<file path="src/rtl/bist_sram.sv">
// bist_sram: single-clock synchronous RAM for the BIST datapath.
//   - Separate write (data_in) and registered read (data_out + rd_valid pulse).
//   - Built-in init sequencer fills every word with a latched pattern.
//   - Single-bit stuck-at fault injector on the read path only.
// Ports:
//   clk, rst_n                 clock, asynchronous active-low reset
//   write, read, address       access strobes and word address
//   data_in / data_out         write data / registered read data
//   rd_valid                   one-cycle pulse per read result
//   init_req, init_pattern     start a full-array fill; pattern latched on accept
//   busy                       fill in progress
//   fault_en/addr/bit/val      stuck-at fault applied to reads of fault_addr
//   o_dbg_state                current sequencer state (0 = IDLE, 1 = INIT)
// Handshake: strobes are sampled on the rising edge; while busy is high every
// external write/read/init_req is ignored. A read sampled at edge T presents
// its result with rd_valid high during the cycle after T only.
module bist_sram #(
  parameter int A_WIDTH = 4,
  parameter int WIDTH   = 4,
  localparam int DEPTH  = 1 << A_WIDTH,
  localparam int FB_W   = (WIDTH > 1) ? $clog2(WIDTH) : 1
) (
  input  logic               clk,
  input  logic               rst_n,
  input  logic               write,
  input  logic               read,
  input  logic [A_WIDTH-1:0] address,
  input  logic [WIDTH-1:0]   data_in,
  output logic [WIDTH-1:0]   data_out,
  output logic               rd_valid,
  input  logic               init_req,
  input  logic [WIDTH-1:0]   init_pattern,
  output logic               busy,
  input  logic               fault_en,
  input  logic [A_WIDTH-1:0] fault_addr,
  input  logic [FB_W-1:0]    fault_bit,
  input  logic               fault_val,
  output logic               o_dbg_state
);

  typedef enum logic {
    ST_IDLE = 1'b0,
    ST_INIT = 1'b1
  } state_t;

  state_t             r_state;
  state_t             w_next_state;
  logic [A_WIDTH-1:0] r_cnt;
  logic [WIDTH-1:0]   r_pat;
  logic [WIDTH-1:0]   r_data_out;
  logic               r_rd_valid;
  logic               w_init_accept;
  logic               w_do_write;
  logic               w_do_read;
  logic [WIDTH-1:0]   w_rd_word;

  // Array is intentionally not reset: contents survive rst_n.
  logic [WIDTH-1:0]   r_mem [DEPTH];

  // Next-state and IDLE priority decode: init_req > write > read.
  always_comb begin
    w_next_state  = r_state;
    w_init_accept = 1'b0;
    w_do_write    = 1'b0;
    w_do_read     = 1'b0;
    case (r_state)
      ST_IDLE: begin
        if (init_req) begin
          w_init_accept = 1'b1;
          w_next_state  = ST_INIT;
        end else if (write) begin
          w_do_write = 1'b1;
        end else if (read) begin
          w_do_read = 1'b1;
        end
      end
      ST_INIT: begin
        if (r_cnt == A_WIDTH'(DEPTH - 1)) w_next_state = ST_IDLE;
      end
      default: w_next_state = ST_IDLE;
    endcase
  end

  // Read word with the stuck-at bit forced. An out-of-range fault_bit
  // matches no loop index and therefore has no effect.
  always_comb begin
    w_rd_word = r_mem[address];
    if (fault_en && (address == fault_addr)) begin
      for (int b = 0; b < WIDTH; b++) begin
        if (fault_bit == FB_W'(b)) w_rd_word[b] = fault_val;
      end
    end
  end

  always_ff @(posedge clk or negedge rst_n) begin
    if (!rst_n) begin
      r_state    <= ST_IDLE;
      r_cnt      <= '0;
      r_pat      <= '0;
      r_data_out <= '0;
      r_rd_valid <= 1'b0;
    end else begin
      r_state    <= w_next_state;
      r_rd_valid <= w_do_read;
      if (w_do_read) r_data_out <= w_rd_word;
      if (w_init_accept) begin
        r_pat <= init_pattern;
        r_cnt <= '0;
      end else if (r_state == ST_INIT) begin
        // Wraps to 0 on the edge that writes DEPTH-1.
        r_cnt <= r_cnt + 1'b1;
      end
    end
  end

  always_ff @(posedge clk) begin
    if (r_state == ST_INIT) begin
      r_mem[r_cnt] <= r_pat;
    end else if (w_do_write) begin
      r_mem[address] <= data_in;
    end
  end

  assign data_out    = r_data_out;
  assign rd_valid    = r_rd_valid;
  assign busy        = (r_state == ST_INIT);
  assign o_dbg_state = r_state;

endmodule

</file>
<file path="config.mk">
export PLATFORM = sky130hd
export DESIGN_NAME = bist_sram
export DESIGN_NICKNAME = d
export VERILOG_FILES = /design/src/rtl/bist_sram.sv
export SDC_FILE = /design/constraint.sdc
export NUM_CORES = 1
export LEC_CHECK = 0
export CAP_MARGIN = 10
export CORE_ASPECT_RATIO = 0.5
export CORE_UTILIZATION = 61
export CTS_CLUSTER_DIAMETER = 150
export DETAILED_ROUTE_END_ITERATION = 12
export GPL_ROUTABILITY_DRIVEN = 1
export PLACE_DENSITY = 0.84
export SETUP_SLACK_MARGIN = 0.3
export SKIP_LAST_GASP = 1
export SLEW_MARGIN = 0
export SYNTH_ARGS = -nofsm -noshare
export SYNTH_HDL_FRONTEND = slang
export SYNTH_SLANG_ARGS = --single-unit
export TNS_END_PERCENT = 30
</file>
<file path="constraint.sdc">
create_clock -name clk -period 5.15 [get_ports clk]
set_input_delay 0.7725 -clock clk [delete_from_list [all_inputs] [get_ports clk]]
set_output_delay 0.7725 -clock clk [all_outputs]
set_load 0.02 [all_outputs]
</file>
## Word-level counts from Yosys, hierarchy flattened

Memory sizes are Yosys's and may differ from the RTL's.
Index checks and enable logic that the tools add are counted.

| storage, ports and cells | value |
|---|---|
| register bits after elaboration | 14 |
| RAM bits | 64 |
| bits of input ports | 25 |
| output and inout port bits | 7 |
| memories kept | 1 |

| cells by class | value |
|---|---|
| add/subtract/negate cells | 1 |
| equal/unequal tests | 5 |
| muxes and demuxes | 26 |
| bitwise logic cells | 1 |
| reductions and logical operators | 4 |

Memory list:

| memory | depth | width | read ports | clocked after Yosys merged registers in | write ports | line | RTL |
|---|---|---|---|---|---|---|---|
| r_mem | 16 | 4 | 1 | 0 | 1 | 58 | `logic [WIDTH-1:0] r_mem [DEPTH];` |

Operators by type and width:

| kind | number |
|---|---|
| $mux W1 | 20 |
| $mux W4 | 5 |
| $add A4 B1 Y4 const B | 1 |
| $eq A2 B2 Y1 const B | 2 |
| $eq A4 B4 Y1 | 1 |
| $eq A4 B4 Y1 const B | 1 |
| $reduce_or A4 Y1 | 1 |
| $eq A2 B1 Y1 const B | 1 |
| $logic_not A2 Y1 | 1 |
| $pmux W1 S2 | 1 |
| $reduce_bool A2 Y1 | 1 |
| $logic_and A1 B1 Y1 | 1 |
| $not A1 Y1 | 1 |

## Longest topological paths before layout

Gate-level depths: netlist of the first run.

| logic depth | value |
|---|---|
| depth in word-level cells | 8 |
| depth in mapped cells | 5 |
| mapped depth without buffers | 4 |

## Least setup slack after synthesis of the first run

No wires, ideal clock.

| path | value |
|---|---|
| path kind | input-to-reg |
| start point | in init_req |
| end point | mem r_mem[14][0], enable pin |
| library setup time | 0.329 ns |
| arrival time | 1.698 ns |
| required time | 4.821 ns |
| path slack | 3.122 ns |
| stages | 4 |
| path buffers | 1 |
| path through | nor3b_2 buf_2 a31oi_1 nor2_1 |

| on the way | value |
|---|---|
| cells in the longest elaborated chain, start to end | 7 |
| elaborated cells on any way between the ends | 8 |
| classes of those cells | 7 x mux; 1 x reduce/logical |

Ends and longest elaborated chain:

| element | line | RTL |
|---|---|---|
| start, declared | 31 | `input logic init_req,` |
| $mux W1 (*) | 68 | `if (init_req) begin` |
| $mux W1 (*) | 66 | `case (r_state)` |
| $mux W1 (*) | 119 | `end else if (w_do_write) begin` |
| $mux W1 (*) | 117 | `if (r_state == ST_INIT) begin` |
| $mux W1 (implied by the code) (*) | 120 | `r_mem[address] <= data_in;` |
| $reduce_or A4 Y1 (no source line) | - |  |
| $mux W4 (no source line) / $mux W1 (equally long branches) | - |  |
| end, declared | 58 |  |

Every way passes the cells marked *; elsewhere a longest branch is shown, timed or not.

## Worst setup path after layout of the first run

| path | value |
|---|---|
| start point | in init_req |
| end point | mem r_mem[2][0], enable pin |

The elaborated chain is that of the path after synthesis.

==> results of run 1 <==
## power groups by stage
stage	logic [mW]	registers (mW)	clock network [mW]
6_report	0.565	1.03	0.489
2_1_floorplan	0.366	1.01	0
3_5_place_dp	0.553	1.03	0
3_3_place_gp	0.527	1.02	0
4_1_cts	0.564	1.02	0.491
5_1_grt	0.609	1.04	0.511
## layout make-up
cell class | instances | area, um^2 | share of cell area, %
flip-flops and latches | 78 | 2270 | 57.4
clock inverters | 6 | 86.3 | 2.18
repair buffers | 32 | 318 | 8.03
clock buffers | 10 | 128 | 3.23
inverters | 3 | 11.3 | 0.285
well taps | 70 | 87.6 | 2.21
multi-input cells | 123 | 1050 | 26.6
## registers in the layout (all words and copies together), names as in the netlist
register  flops
r_pat         4
r_mem        64
busy          1
r_cnt         4
rd_valid      1
data_out      4
## worst paths after layout
path	endpoint	depth (start not counted)
setup / recovery	r_mem[2][0]$_DFFE_PP_	5
hold / removal	r_pat[0]$_DFFE_PN0P_	1
setup reg to reg	r_mem[2][0]$_DFFE_PP_	4
hold reg to reg	r_pat[0]$_DFFE_PN0P_	1
max in group asynchronous	data_out[1]$_DFFE_PN0P_	1
min in group asynchronous	busy$_DFF_PN0_	1
## per-layer routing
metal	up-vias	share of wire [%]	GRT usage, %
li1	893	-	-
met1	990	42	34.0
met2	120	46	42.7
met3	14	11	9.29
met4	0	1.5	8.90
met5	-	0	0
## synthesized netlist by cell type, drive strengths merged
cell,count
a21boi,1
a21oi,2
a22o,4
a31oi,14
a41o,4
a41oi,1
and2,5
and2b,1
and3,3
buf,7
clkbuf,4
dfrtp,14
edfxtp,64
ha,1
inv,3
mux2,9
mux4,16
nand2,9
nand2b,2
nand3,5
nor2,28
nor2b,6
nor3,2
nor3b,3
nor4b,1
xnor2,2
xor2,4
## cell families after synthesis
family / Yosys count / share of synthesized area, %
buf+inv: 14 / 2.10
flops: 78 / 66.9
simple gates: 65 / 9.94
compound gates: 26 / 5.56
fa+ha+maj: 1 / 0.368
mux: 25 / 13.6
xor+xnor: 6 / 1.55
==> metrics.csv, run 1 <==
metric,value,unit
num_rows,18,
finalCritPeriodShare,57.7,%
cts_setup_buffers,0,
grt_max_degree,21,
postSynthCellCount,215,
cts_tree,built,
cp.required,5.15,ns
wirelength,6.97,mm
wl_per_cell,21.7,um
cts_root_buf,clkbuf_8,
pwr-share-seq,49.3,%
slew_headroom,31.0,%
synthesis.area,3400,um^2
ys_ff_latch,78,
timing.critical_path.to_type,flip-flop,
antenna_found_initial,0,
die_area,5890,um^2
drive_gt1_share,17.1,%
layout_setup_ws,2.18,ns
synthDistinctLibCells,33,
combPwrFrac,27.2,%
worst-path-buf-inv,1,
hold_path.class,flip-flop to flip-flop,
worst_pin_slew,1.03,ns
crit_start,init_req,
die_h,54.8,um
clockBufferDepth,2,
postSynthAreaPerCell,15.8,um^2
finalHoldViolCount,0,
startpoint_type,primary input,
synthTopCellsByArea,"edfxtp_1, mux4_2, dfrtp_1",
power_frac_clock,23.5,%
start_util,66.2,%
cp.arrival,2.97,ns
clkTransAtPathRegs,0.08,ns
cp_max_fo,15,
p_sw,646,uW
r2r_slack,2.55,ns
critical_path.cell_chain,clkdlybuf4s50_1 > nor3b_2 > nor2b_1 > a21oi_1 > nor2_1,
rr_startpoint,busy$_DFF_PN0_,
mostFrequentLayoutCell,edfxtp_1,
rsz0062_at_grt,false,
fillers,298,
num_antenna_cells,0,
cts-buffers-inserted,9,
cts_resized,0,
ant_nets,0,
dpl.hpwl,4.72,mm
syn_nets,241,
clock_skew,0.00604,ns
stdcell_count,322,
track_usage,26.3,%
worstSkewPairLatency,0.35,ns
port_buffers,31,
overflow,0,
fin_hold_ws,0.519,ns
holdBufCountCts,0,
gp_congestion,0.877,
setup_tns,0,ns
num_io_pins,32,
die_x,108,um
intPower,1.43,mW
drc,0,
placed_area,3740,um^2
design_area,3960,um^2
hold_start,r_pat[0]$_DFFE_PN0P_,
grt_pass1_vias,1983,
firstDrtPassIters,5,
grt_pass1_wl,10.4,mm
final_core_util,77.0,%
via_count,2017,
cap_violations,0,
switching_share,31.0,%
cp_slowest_stage_delay,0.77,ns
syn_to_final_growth,16.5,%
slew_violations,0,
fin_crit,2.97,ns
drt_iter0_markers,201,
ctsHtreeMaxLevel,3,
ir_drop,0.303,mV
worst-setup-path-type,primary input to flip-flop,
viasPerCell,6.26,
synth_top_area_share,56.6,%
place_ws,1.90,ns
mostFrequentLayoutCells,"edfxtp_1, clkdlybuf4s50_1, nor2_1, mux4_2",
final_nets,273,
clock_sinks,78,
ys_seq_area_share,66.9,%
setup_viol,0,
fmax,0.337,GHz
p_per_area,526,nW/um^2
yosysWarnings,0,
finalPower,2.08,mW
worst_path_max_delay_cell,nor3b_2,
outcome,finished clean,
yosysTopAreaCell,edfxtp_1,
core_area,5130,um^2
dpl.cell_count,306,
path_delay_family,simple AND/OR/NAND/NOR gates,
leakagePower,1.36,nW
(Power assumes the default switching activity.)
==> inputs of run 2 (changes only) <==
--- a/config.mk
+++ b/config.mk
@@ -7,11 +7,11 @@
 export LEC_CHECK = 0
 export CAP_MARGIN = 10
 export CORE_ASPECT_RATIO = 0.5
-export CORE_UTILIZATION = 61
+export CORE_UTILIZATION = 57
 export CTS_CLUSTER_DIAMETER = 150
 export DETAILED_ROUTE_END_ITERATION = 12
 export GPL_ROUTABILITY_DRIVEN = 1
-export PLACE_DENSITY = 0.84
+export PLACE_DENSITY = 0.79
 export SETUP_SLACK_MARGIN = 0.3
 export SKIP_LAST_GASP = 1
 export SLEW_MARGIN = 0
==> constraint.sdc (replaced) <==
create_clock -name clk -period 3.1 [get_ports clk]
set_input_delay 0.465 -clock clk [delete_from_list [all_inputs] [get_ports clk]]
set_output_delay 0.465 -clock clk [all_outputs]
set_load 0.02 [all_outputs]
==> metrics.csv, run 2 (synthesis results as in run 1) <==
metric,value,unit,change
core_area,5610,um^2,was 5130 um^2
cp_slowest_stage_delay,0.51,ns,was 0.77 ns
worst_path_max_delay_cell,clkdlybuf4s50_1,,was nor3b_2
gp_congestion,0.804,,was 0.877
worst-path-buf-inv,2,,was 1
power_frac_clock,29.7,%,was 23.5%
slew_violations,0,,unchanged
slew_headroom,59.2,%,was 31.0%
cp_max_fo,15,,unchanged
grtUsageMet3,9.61,%,was 9.29%
seq_area,2270,um^2,unchanged
clockBufferDepth,2,,unchanged
cap_violations,0,,unchanged
fillers,347,,was 298
violations,DRC,,
holdBufCountCts,0,,unchanged
p_per_area,909,nW/um^2,was 526 nW/um^2
cp.arrival,2.16,ns,was 2.97 ns
drive_gt1_share,18.0,%,was 17.1%
dpl.cell_count,312,,was 306
overflow,0,,unchanged
path_delay_family,simple AND/OR/NAND/NOR gates,,unchanged
leakagePower,1.42,nW,was 1.36 nW
fin_crit,2.18,ns,
cts_setup_buffers,0,,unchanged
firstDrtPassIters,9,,was 5
grt_pass1_vias,1917,,was 1983
finalPower,3.71,mW,was 2.08 mW
die_h,56.6,um,was 54.8 um
clkTransAtPathRegs,0.06,ns,was 0.08 ns
ctsHtreeMaxLevel,3,,unchanged
finalHoldViolCount,0,,unchanged
worstSkewPairLatency,0.34,ns,was 0.35 ns
cts_root_buf,clkbuf_16,,was clkbuf_8
setup_viol,0,,unchanged
critical_path.cell_chain,clkdlybuf4s50_1 > nor3b_2 > buf_4 > nor2b_1 > a21oi_1 > nor2_1,,was clkdlybuf4s50_1 > nor3b_2 > nor2b_1 > a21oi_1 > nor2_1
wl_per_cell,20.4,um,was 21.7 um
place_ws,0.621,ns,was 1.90 ns
setup_tns,0,ns,unchanged
cts-buffers-inserted,9,,unchanged
finalCritPeriodShare,70.3,%,
drc,6,,was 0
wirelength,6.68,mm,was 6.97 mm
top_register,r_mem,,unchanged
switching_share,28.9,%,was 31.0%
cts_tree,built,,unchanged
final_core_util,72.8,%,was 77.0%
cp.depth,6,,was 5
fmax,0.459,GHz,
p_sw,1.07,mW,was 646 uW
placed_area,3770,um^2,was 3740 um^2
start_util,60.5,%,was 66.2%
fin_hold_ws,0.515,ns,was 0.519 ns
hold_path.class,primary input to async pin,,was flip-flop to flip-flop
cts_resized,0,,unchanged
syn_to_final_growth,20.3,%,was 16.5%
clock_skew,0.00634,ns,was 0.00604 ns
grt_pass1_wl,10.3,mm,was 10.4 mm
startpoint_type,primary input,,unchanged
viasPerCell,6.08,,was 6.26
top_usage_layer,met2,,unchanged
die_area,6290,um^2,was 5890 um^2
rr_worst_depth,5,,was 4
via_count,1993,,was 2017
num_io_pins,32,,unchanged
combPwrFrac,24.5,%,was 27.2%
largest_reg_flops,64,,unchanged
multiInputGateArea,1050,um^2,unchanged
drt_iter0_markers,220,,was 201
num_rows,19,,was 18
stdcell_count,328,,was 322
grt_max_degree,21,,unchanged
port_buffers,31,,unchanged
clock_sinks,78,,unchanged
pwr-share-seq,45.8,%,was 49.3%
rsz0062_at_grt,false,,unchanged
antenna_found_initial,0,,unchanged
gr-usage-met2,33.8,%,was 42.7%
intPower,2.64,mW,was 1.43 mW
timing.critical_path.to_type,flip-flop,,unchanged
layout_setup_ws,0.921,ns,was 2.18 ns
num_antenna_cells,0,,unchanged
worst-setup-path-type,primary input to flip-flop,,unchanged
ir_drop,0.515,mV,was 0.303 mV
outcome,finished with violations,,was finished clean
mostFrequentLayoutCell,edfxtp_1,,unchanged
met1_usage,33.2,%,was 34.0%
design_area,4090,um^2,was 3960 um^2
worst_pin_slew,0.611,ns,was 1.03 ns
ant_nets,0,,unchanged
mostFrequentLayoutCells,"edfxtp_1, clkdlybuf4s50_1, nor2_1, mux4_2",,unchanged
cp.required,3.08,ns,was 5.15 ns
final_nets,276,,was 273
dpl.hpwl,4.54,mm,was 4.72 mm
die_x,111,um,was 108 um
track_usage,23.8,%,was 26.3%
## run 2: final cells by class
class | count | share of cell area, %
inverter | 3 | 0.276
timing repair buffer | 35 | 8.33
multi-input combinational | 123 | 25.8
sequential | 78 | 55.6
tap | 73 | 2.24
clock buffer | 11 | 5.70
clock inverter | 5 | 2.05
## run 2: metal layers
metal  vias to the layer above  wire length [um]
met5                         -                 0
met4                         0               112
met3                        12               569
met2                        96              2970
met1                       980              3030
li1                        905                 -
## run 2: power groups by stage
stage	combinational [mW]	sequential, mW	clock, mW
final	0.908	1.70	1.10
after global routing	0.988	1.73	1.16
after CTS	0.912	1.70	1.12
after detailed placement	0.906	1.72	0
after global placement	0.883	1.70	0
after floorplan	0.608	1.69	0
## run 2: path summary, 6_finish.rpt
path                                           start               endpoint  slack, ns
max in group asynchronous                      rst_n     rd_valid$_DFF_PN0_       2.19
worst min register to register  r_pat[2]$_DFFE_PN0P_   r_pat[2]$_DFFE_PN0P_       0.52
worst max-delay path                        init_req  r_mem[1][0]$_DFFE_PP_       0.92
worst min-delay path                           rst_n   r_cnt[3]$_DFFE_PN0P_       0.52
worst max register to register        busy$_DFF_PN0_  r_mem[1][0]$_DFFE_PP_       1.02
min in group clk                r_pat[2]$_DFFE_PN0P_   r_pat[2]$_DFFE_PN0P_       0.52
## run 2: worst reg2reg max path, delay by kind of cell, from the launching register on
kind	cells	cell delay [ns]
simple gates	3	0.82
buf+inv	1	0.23
compound gates	1	0.14
flops	1	0.54
==> inputs of run 3 (changes only) <==
--- a/config.mk
+++ b/config.mk
@@ -7,11 +7,11 @@
 export LEC_CHECK = 0
 export CAP_MARGIN = 10
 export CORE_ASPECT_RATIO = 0.5
-export CORE_UTILIZATION = 57
+export CORE_UTILIZATION = 51
 export CTS_CLUSTER_DIAMETER = 150
 export DETAILED_ROUTE_END_ITERATION = 12
 export GPL_ROUTABILITY_DRIVEN = 1
-export PLACE_DENSITY = 0.79
+export PLACE_DENSITY = 0.75
 export SETUP_SLACK_MARGIN = 0.3
 export SKIP_LAST_GASP = 1
 export SLEW_MARGIN = 0
==> constraint.sdc (replaced) <==
create_clock -name clk -period 1.8 [get_ports clk]
set_input_delay 0.27 -clock clk [delete_from_list [all_inputs] [get_ports clk]]
set_output_delay 0.27 -clock clk [all_outputs]
set_load 0.02 [all_outputs]
==> metrics.csv, run 3 (synthesis results as in run 1) <==
metric,value,unit,change
clockBufferDepth,2,,unchanged
grt_max_degree,19,,was 21
critical_path.cell_chain,nor3b_4 > nor3b_2 > buf_4 > a31oi_4 > nor2_4 > buf_6,,was clkdlybuf4s50_1 > nor3b_2 > buf_4 > nor2b_1 > a21oi_1 > nor2_1
ir_drop,0.830,mV,was 0.515 mV
switching_share,33.2,%,was 28.9%
port_buffers,31,,unchanged
mostFrequentLayoutCells,"edfxtp_1, clkdlybuf4s50_1, buf_4, mux4_2, nor2_4",,"was edfxtp_1, clkdlybuf4s50_1, nor2_1, mux4_2"
p_per_area,1480,nW/um^2,was 909 nW/um^2
worst_path_max_delay_cell,dfrtp_2,,was clkdlybuf4s50_1
fillers,353,,was 347
die_h,59.7,um,was 56.6 um
slew_violations,0,,unchanged
dpl.cell_count,355,,was 312
cp.required,1.90,ns,was 3.08 ns
stdcell_count,378,,was 328
clock_skew,0.00437,ns,was 0.00634 ns
die_x,117,um,was 111 um
pwr-share-seq,42.2,%,was 45.8%
ctsHtreeMaxLevel,3,,unchanged
combPwrFrac,34.1,%,was 24.5%
gp_congestion,0.760,,was 0.804
num_antenna_cells,0,,unchanged
intPower,4.63,mW,was 2.64 mW
via_count,2190,,was 1993
timing.critical_path.to_type,flip-flop,,unchanged
fmax,0.574,GHz,
num_io_pins,32,,unchanged
grt_pass1_vias,2224,,was 1917
ant_nets,0,,unchanged
cp.arrival,1.85,ns,was 2.16 ns
setup_viol,0,,unchanged
clock_sinks,78,,unchanged
core_area,6260,um^2,was 5610 um^2
grt_pass1_wl,12.6,mm,was 10.3 mm
fin_crit,1.74,ns,
drive_gt1_share,38.3,%,was 18.0%
wl_per_cell,22.0,um,was 20.4 um
power_frac_clock,23.8,%,was 29.7%
dpl.hpwl,5.52,mm,was 4.54 mm
worst_pin_slew,0.410,ns,was 0.611 ns
drc,0,,was 6
wirelength,8.31,mm,was 6.68 mm
cp_slowest_stage_delay,0.42,ns,was 0.51 ns
largest_reg_flops,64,,unchanged
finalHoldViolCount,0,,unchanged
overflow,0,,unchanged
design_area,4680,um^2,was 4090 um^2
cts_root_buf,clkbuf_16,,unchanged
viasPerCell,5.79,,was 6.08
start_util,54.3,%,was 60.5%
drt_iter0_markers,171,,was 220
top_register,r_mem,,unchanged
num_rows,20,,was 19
rsz0062_at_grt,true,,was false
track_usage,26.1,%,was 23.8%
slew_headroom,72.5,%,was 59.2%
outcome,finished clean,,was finished with violations
placed_area,4240,um^2,was 3770 um^2
worst-path-buf-inv,2,,unchanged
final_nets,311,,was 276
finalCritPeriodShare,96.9,%,
p_sw,2.30,mW,was 1.07 mW
die_area,7010,um^2,was 6290 um^2
leakagePower,1.65,nW,was 1.42 nW
firstDrtPassIters,4,,was 9
cap_violations,0,,unchanged
mostFrequentLayoutCell,edfxtp_1,,unchanged
cts-buffers-inserted,9,,unchanged
cp_max_fo,7,,was 15
antenna_found_initial,1,,was 0
holdBufCountCts,0,,unchanged
cts_tree,built,,unchanged
path_delay_family,simple AND/OR/NAND/NOR gates,,unchanged
startpoint_type,flip-flop,,was primary input
worst-setup-path-type,flip-flop to flip-flop,,was primary input to flip-flop
hold_path.class,primary input to async pin,,unchanged
worstSkewPairLatency,0.33,ns,was 0.34 ns
clkTransAtPathRegs,0.06,ns,about the same
syn_to_final_growth,37.7,%,was 20.3%
run 3: metrics by stage:
stage / worst slack, ns / power [mW] / TNS, ns / hold slack, ns / utilization [%]
after floorplan: 0.0124 / 4.34 / 0 / -0.0256 / -
after global placement: -0.312 / 5.02 / -26.18 / 0.490 / 67.7
after detailed placement: -0.326 / 5.10 / -30.25 / 0.497 / 67.7
after CTS: 0.0609 / 6.89 / 0 / 0.249 / 74.3
after global routing: -0.00548 / 7.22 / -0.0295 / 0.288 / 74.8
final: 0.0564 / 6.93 / 0 / 0.255 / 74.8
run 3: power groups by stage:
stage	Sequential [mW]	Clock, mW	Combinational (mW)
after floorplan	2.91	0	1.43
after global placement	2.91	0	2.12
after detailed placement	2.94	0	2.16
after CTS	2.91	1.68	2.30
after global routing	2.96	1.74	2.51
final	2.92	1.65	2.36
run 3: path summary, 6_finish.rpt:
| check | cells past startpoint | to | slack [ns] | startpoint |
|---|---|---|---|---|
| max | 6 | r_mem[1][2]$_DFFE_PP_ | 0.06 | busy$_DFF_PN0_ |
| min | 2 | data_out[1]$_DFFE_PN0P_ | 0.26 | rst_n |
| max reg2reg | 6 | r_mem[1][2]$_DFFE_PP_ | 0.06 | busy$_DFF_PN0_ |
| min reg2reg | 1 | r_pat[2]$_DFFE_PN0P_ | 0.50 | r_pat[2]$_DFFE_PN0P_ |
| max in group asynchronous | 2 | busy$_DFF_PN0_ | 1.34 | rst_n |
| min in group clk | 1 | r_pat[2]$_DFFE_PN0P_ | 0.50 | r_pat[2]$_DFFE_PN0P_ |
run 3: area by class of cell:
cell class | count | area [um^2] | share of cell area, %
flip-flops and latches | 78 | 2270 | 48.6
multi-input cells | 124 | 1330 | 28.5
repair buffers | 69 | 676 | 14.4
clock buffers | 10 | 229 | 4.89
well taps | 88 | 110 | 2.35
clock inverters | 6 | 47.5 | 1.02
inverters | 3 | 11.3 | 0.241
run 3: layer usage:
layer,track usage [%],up-vias,wire (um)
li1,-,983,-
met1,34.1,1097,3650
met2,40.7,88,3730
met3,9.64,20,788
met4,10.4,2,133
met5,0,-,9
run 3: what timing repair did:
item,4_1_cts,5_1_grt
setup endpoints to repair,139,139
pin swaps,14,6
buffers inserted,5,0
resized for setup,22,5
gates cloned,1,1
==> RTL change 1 (settings of run 2) <==
Put one more register stage on the output `data_out`, cleared by the reset. The value now appears one clock later. The other outputs are not delayed to match. Comments in the files are not updated.
--- a/src/rtl/bist_sram.sv
+++ b/src/rtl/bist_sram.sv
@@ -121,7 +121,13 @@
     end
   end
 
-  assign data_out    = r_data_out;
+  always_ff @(posedge clk or negedge rst_n) begin
+    if (!rst_n) begin
+      data_out <= '0;
+    end else begin
+      data_out <= r_data_out;
+    end
+  end
   assign rd_valid    = r_rd_valid;
   assign busy        = (r_state == ST_INIT);
   assign o_dbg_state = r_state;
Check against the original RTL: not equivalent (Yosys sat finds a counterexample within 4 cycles, from zero or initial values and one cycle with rst_n low).
==> RTL change 1 against run 2 <==
Power fell by 1.6%. Routed wire length rose by 4.3%. Die area rose by 2.2%. Clock skew barely moved. Design area rose by 0.37%. Register-to-register slack improved by 20 ps. Sequential cell count rose by 4. Combinational power rose by 2.8%. Worst hold slack got worse by 140 ps. Synthesized area rose by 2.3%. Setup slack improved by 46 ps. Synthesized cell count rose by 0.47%. Critical path type unchanged.
==> RTL change 1: results (changes against run 2) <==
status - finished clean
fraction of area in non-clock buffers - 0.0812 (-0.00214)
multi-input combinational cell area - 1030 um2 (-2.5%)
Final Wtd Congestion - 0.888 (+10%)
static leakage - 1.43 nW (+0.93%)
actual slew at the worst max-slew pin - 790 ps (+179 ps)
sequential-to-total area share from yosys stat - 0.683 (+0.0139)
ratio of cells with drive above 1 in the final layout - 0.173 (-0.00716)
Post-Synth Adder-Cell Area - 0.00360 (-0.0000822)
drt first-iter violations - 170 (-23%)
worst hold path type - flip-flop to flip-flop
post-synthesis mux area share - 0.133 (-0.00303)
Critical Path Sink - r_mem[2][0]$_DFFE_PP_
Final clock-cell share - 0.0635 (-0.0140)
fill count - 342 (-1.4%)
Synth Area in Compound Gates - 0.0619 (+0.00632)
max incr delay on CP - 470 ps (-40 ps)
post-synth cell types - 32 (-3.0%)
clkbuf count - 10 (-1)
Worst VDD drop - 0.388 mV (-25%)
TritonRoute pass-1 iters - 4 (-5)
Syn Nets - 242 (+0.41%)
inverters - 4 (+1)
Detailed Place HPWL - 4610 um (+1.5%)
Max Clock Skew - 5.96 ps (-0.387 ps)
Data arrival, critical path - 2130 ps (-30 ps)
synthesized flop and latch total - 82 (+5.1%)
Via Count - 2015 (+1.1%)
sequential share of cell area - 0.579 (+0.0224)
vias per inst - 6.16 (+1.4%)
drt wl/cell - 21.3 um (+4.6%)
Synth area leaders - edfxtp_1 55%, dfrtp_1 13%, mux4_2 10%
r2r setup slk - 1040 ps (+20 ps)
Multi-Input Combinational - 119 (-3.3%)
-- RTL change 1: changes by cell type after synthesis, moves of 2 or more --
cell / run 2 / this run
nand2_1: 9 / 5
a21oi_1: 2 / 4
buf_2: 3 / 5
dfrtp_1: 14 / 18
and3_1: 3 / 1
a22o_1: 4 / 6
-- RTL change 1: metrics by stage --
stage          setup WS [ps]  cell area (um2)
2_1_floorplan           1200             3470
3_3_place_gp             673             3840
3_5_place_dp             607             3840
4_1_cts                  962             4100
5_1_grt                  830             4100
6_report                 967             4100
-- RTL change 1: layer usage --
layer,track usage,up-vias,part of all wire
li1,-,906,-
met1,0.321,994,0.44
met2,0.374,103,0.45
met3,0.114,12,0.097
met4,0.0819,0,0.018
met5,0,-,0
-- RTL change 1: report_power, final --
part           total, mW  internal [mW]  switching [mW]
registers           1.79           1.64           0.151
logic              0.933          0.374           0.559
clock network      0.934          0.534           0.400
total               3.65           2.54            1.11
==> RTL change 2 (config.mk and constraints of run 2) <==
Made on the original files. Change the parameter `WIDTH` from 4 to 8.
--- a/src/rtl/bist_sram.sv
+++ b/src/rtl/bist_sram.sv
@@ -16,7 +16,7 @@
 // its result with rd_valid high during the cycle after T only.
 module bist_sram #(
   parameter int A_WIDTH = 4,
-  parameter int WIDTH   = 4,
+  parameter int WIDTH   = 8,
   localparam int DEPTH  = 1 << A_WIDTH,
   localparam int FB_W   = (WIDTH > 1) ? $clog2(WIDTH) : 1
 ) (
Ports: changed (resized data_in, data_out, fault_bit and init_pattern); port bits go from 32 to 45. The function was not compared with the original's and may differ.
==> RTL change 2 against run 2 <==
Power rose by 89%. Fmax fell by 13%. Highest routed layer unchanged. Via count rose by 87%. Design area rose by 85%. Synthesized area rose by 84%. Critical path type is now flip-flop to flip-flop. Non-clock buffer count rose by 32. Combinational power rose by 81%. First-iteration DRC count rose by 50%. Routed wire length rose by 110%. Sequential cell count rose by 72. Setup slack got worse by 340 ps. Synthesized cell count rose by 69%.
==> RTL change 2: results (changes against run 2) <==
Final Wtd Congestion - 0.875 (+8.8%)
Largest register FFs - 128 (+100%)
Post-Route WL - 13900 um (+110%)
Data arrival, critical path - 2570 ps (+410 ps)
worst reg2reg path depth - 6 (+1)
Via Count - 3735 (+87%)
gr usage total - 0.264 (+0.0253)
static leakage - 2.69 nW (+90%)
EDFF count, synth - 128 (+100%)
Syn Nets - 399 (+66%)
Layout Nets - 466 (+69%)
Synth top cells by count - 128 x edfxtp_1, 37 x nand2_1, 22 x dfrtp_1
Detailed Place HPWL - 8980 um (+98%)
max incr delay on CP - 590 ps (+80 ps)
Crit Path Class - flip-flop to flip-flop
Post-synth ARST share - 0.147 (-0.0328)
Post-Synthesis Cells - 364 (+69%)
Max Clock Skew - 5.80 ps (-0.547 ps)
status - finished clean
wire length of the first global-routing pass - 20900 um (+100%)
Clock Latency Late Sink - 420 ps (+80 ps)
placed cells - 552 (+77%)
CP max FO - 12 (-3)
Slew headroom - 0.335 (-0.257)
ratio of cells with drive above 1 in the final layout - 0.218 (+0.0381)
Synth area leaders - edfxtp_1 61%, dfrtp_1 8.8%, mux4_2 6.1%
Worst VDD drop - 0.376 mV (-27%)
worst path bufs/invs - 1 (-1)
CTS Buf Count - 17 (+8)
worst hold path type - flip-flop to flip-flop
largest net degree at the start of global routing - 34 (+62%)
vias per inst - 6.40 (+5.3%)
Port Buf Inserts - 44 (+42%)
-- RTL change 2: changes by cell type after synthesis, moves of 7 or more --
| cell | run 2 | this run |
|---|---|---|
| buf_2 | 3 | 10 |
| dfrtp_1 | 14 | 22 |
| nand2_1 | 9 | 37 |
| o221a_2 | 0 | 7 |
| o22ai_1 | 0 | 9 |
| nor2_1 | 28 | 21 |
| edfxtp_1 | 64 | 128 |
| mux4_1 | 0 | 7 |
| mux2i_1 | 0 | 20 |
| a31oi_1 | 14 | 5 |
-- RTL change 2: worst max path at each step --
stage                             endpoint  slack, ps  cells after the start      startpoint
floorplan           r_mem[10][0]$_DFFE_PP_        740                      6  busy$_DFF_PN0_
global placement    r_mem[14][4]$_DFFE_PP_        410                      6        init_req
detailed placement  r_mem[14][4]$_DFFE_PP_        270                      6        init_req
CTS                 r_mem[15][5]$_DFFE_PP_        600                      5  busy$_DFF_PN0_
global route        r_mem[15][7]$_DFFE_PP_        420                      5  busy$_DFF_PN0_
finish               r_mem[5][1]$_DFFE_PP_        580                      6  busy$_DFF_PN0_
-- RTL change 2: power groups by stage --
stage | logic, mW | registers [mW] | clock network [mW]
3_3_place_gp | 1.52 | 3.20 | 0
5_1_grt | 1.74 | 3.25 | 2.29
3_5_place_dp | 1.59 | 3.23 | 0
6_report | 1.64 | 3.20 | 2.18
4_1_cts | 1.62 | 3.20 | 2.20
2_1_floorplan | 0.887 | 3.21 | 0
-- RTL change 2: kinds of logic after synthesis --
kind of cell	Yosys count	share of synthesized area
xor+xnor	6	0.00838
buf+inv	23	0.0208
simple gates	82	0.0627
compound gates	45	0.0593
flops	150	0.701
mux	57	0.146
fa+ha+maj	1	0.00200
-- RTL change 2: layer usage --
metal | routed length (um) | global-route usage | vias up | share of wire
met2 | 6470 | 0.387 | 204 | 0.47
met4 | 219 | 0.0848 | 0 | 0.016
met5 | 0 | 0 | - | 0
li1 | - | - | 1603 | -
met1 | 5810 | 0.371 | 1904 | 0.42
met3 | 1410 | 0.0928 | 24 | 0.10
-- RTL change 2: metrics by stage --
stage               instance area (um2)  hold WS, ps  worst slack, ps  utilization  total power, mW
floorplan                          6270          169              736            -             4.10
CTS                                7570          515              602        0.725             7.02
global route                       7570          529              415        0.725             7.27
finish                             7570          512              583        0.725             7.03
global placement                   6930          491              410        0.664             4.71
detailed placement                 6930          500              266        0.664             4.82
-- RTL change 2: layout make-up --
| type | count | area, um2 |
|---|---|---|
| fill | 577 | 2870 |
| sequential | 150 | 4390 |
| multi-input combinational | 191 | 1740 |
| tap | 140 | 175 |
| inverter | 4 | 15.0 |
| clock buffer | 17 | 425 |
| clock inverter | 15 | 214 |
| timing repair buffer | 67 | 603 |
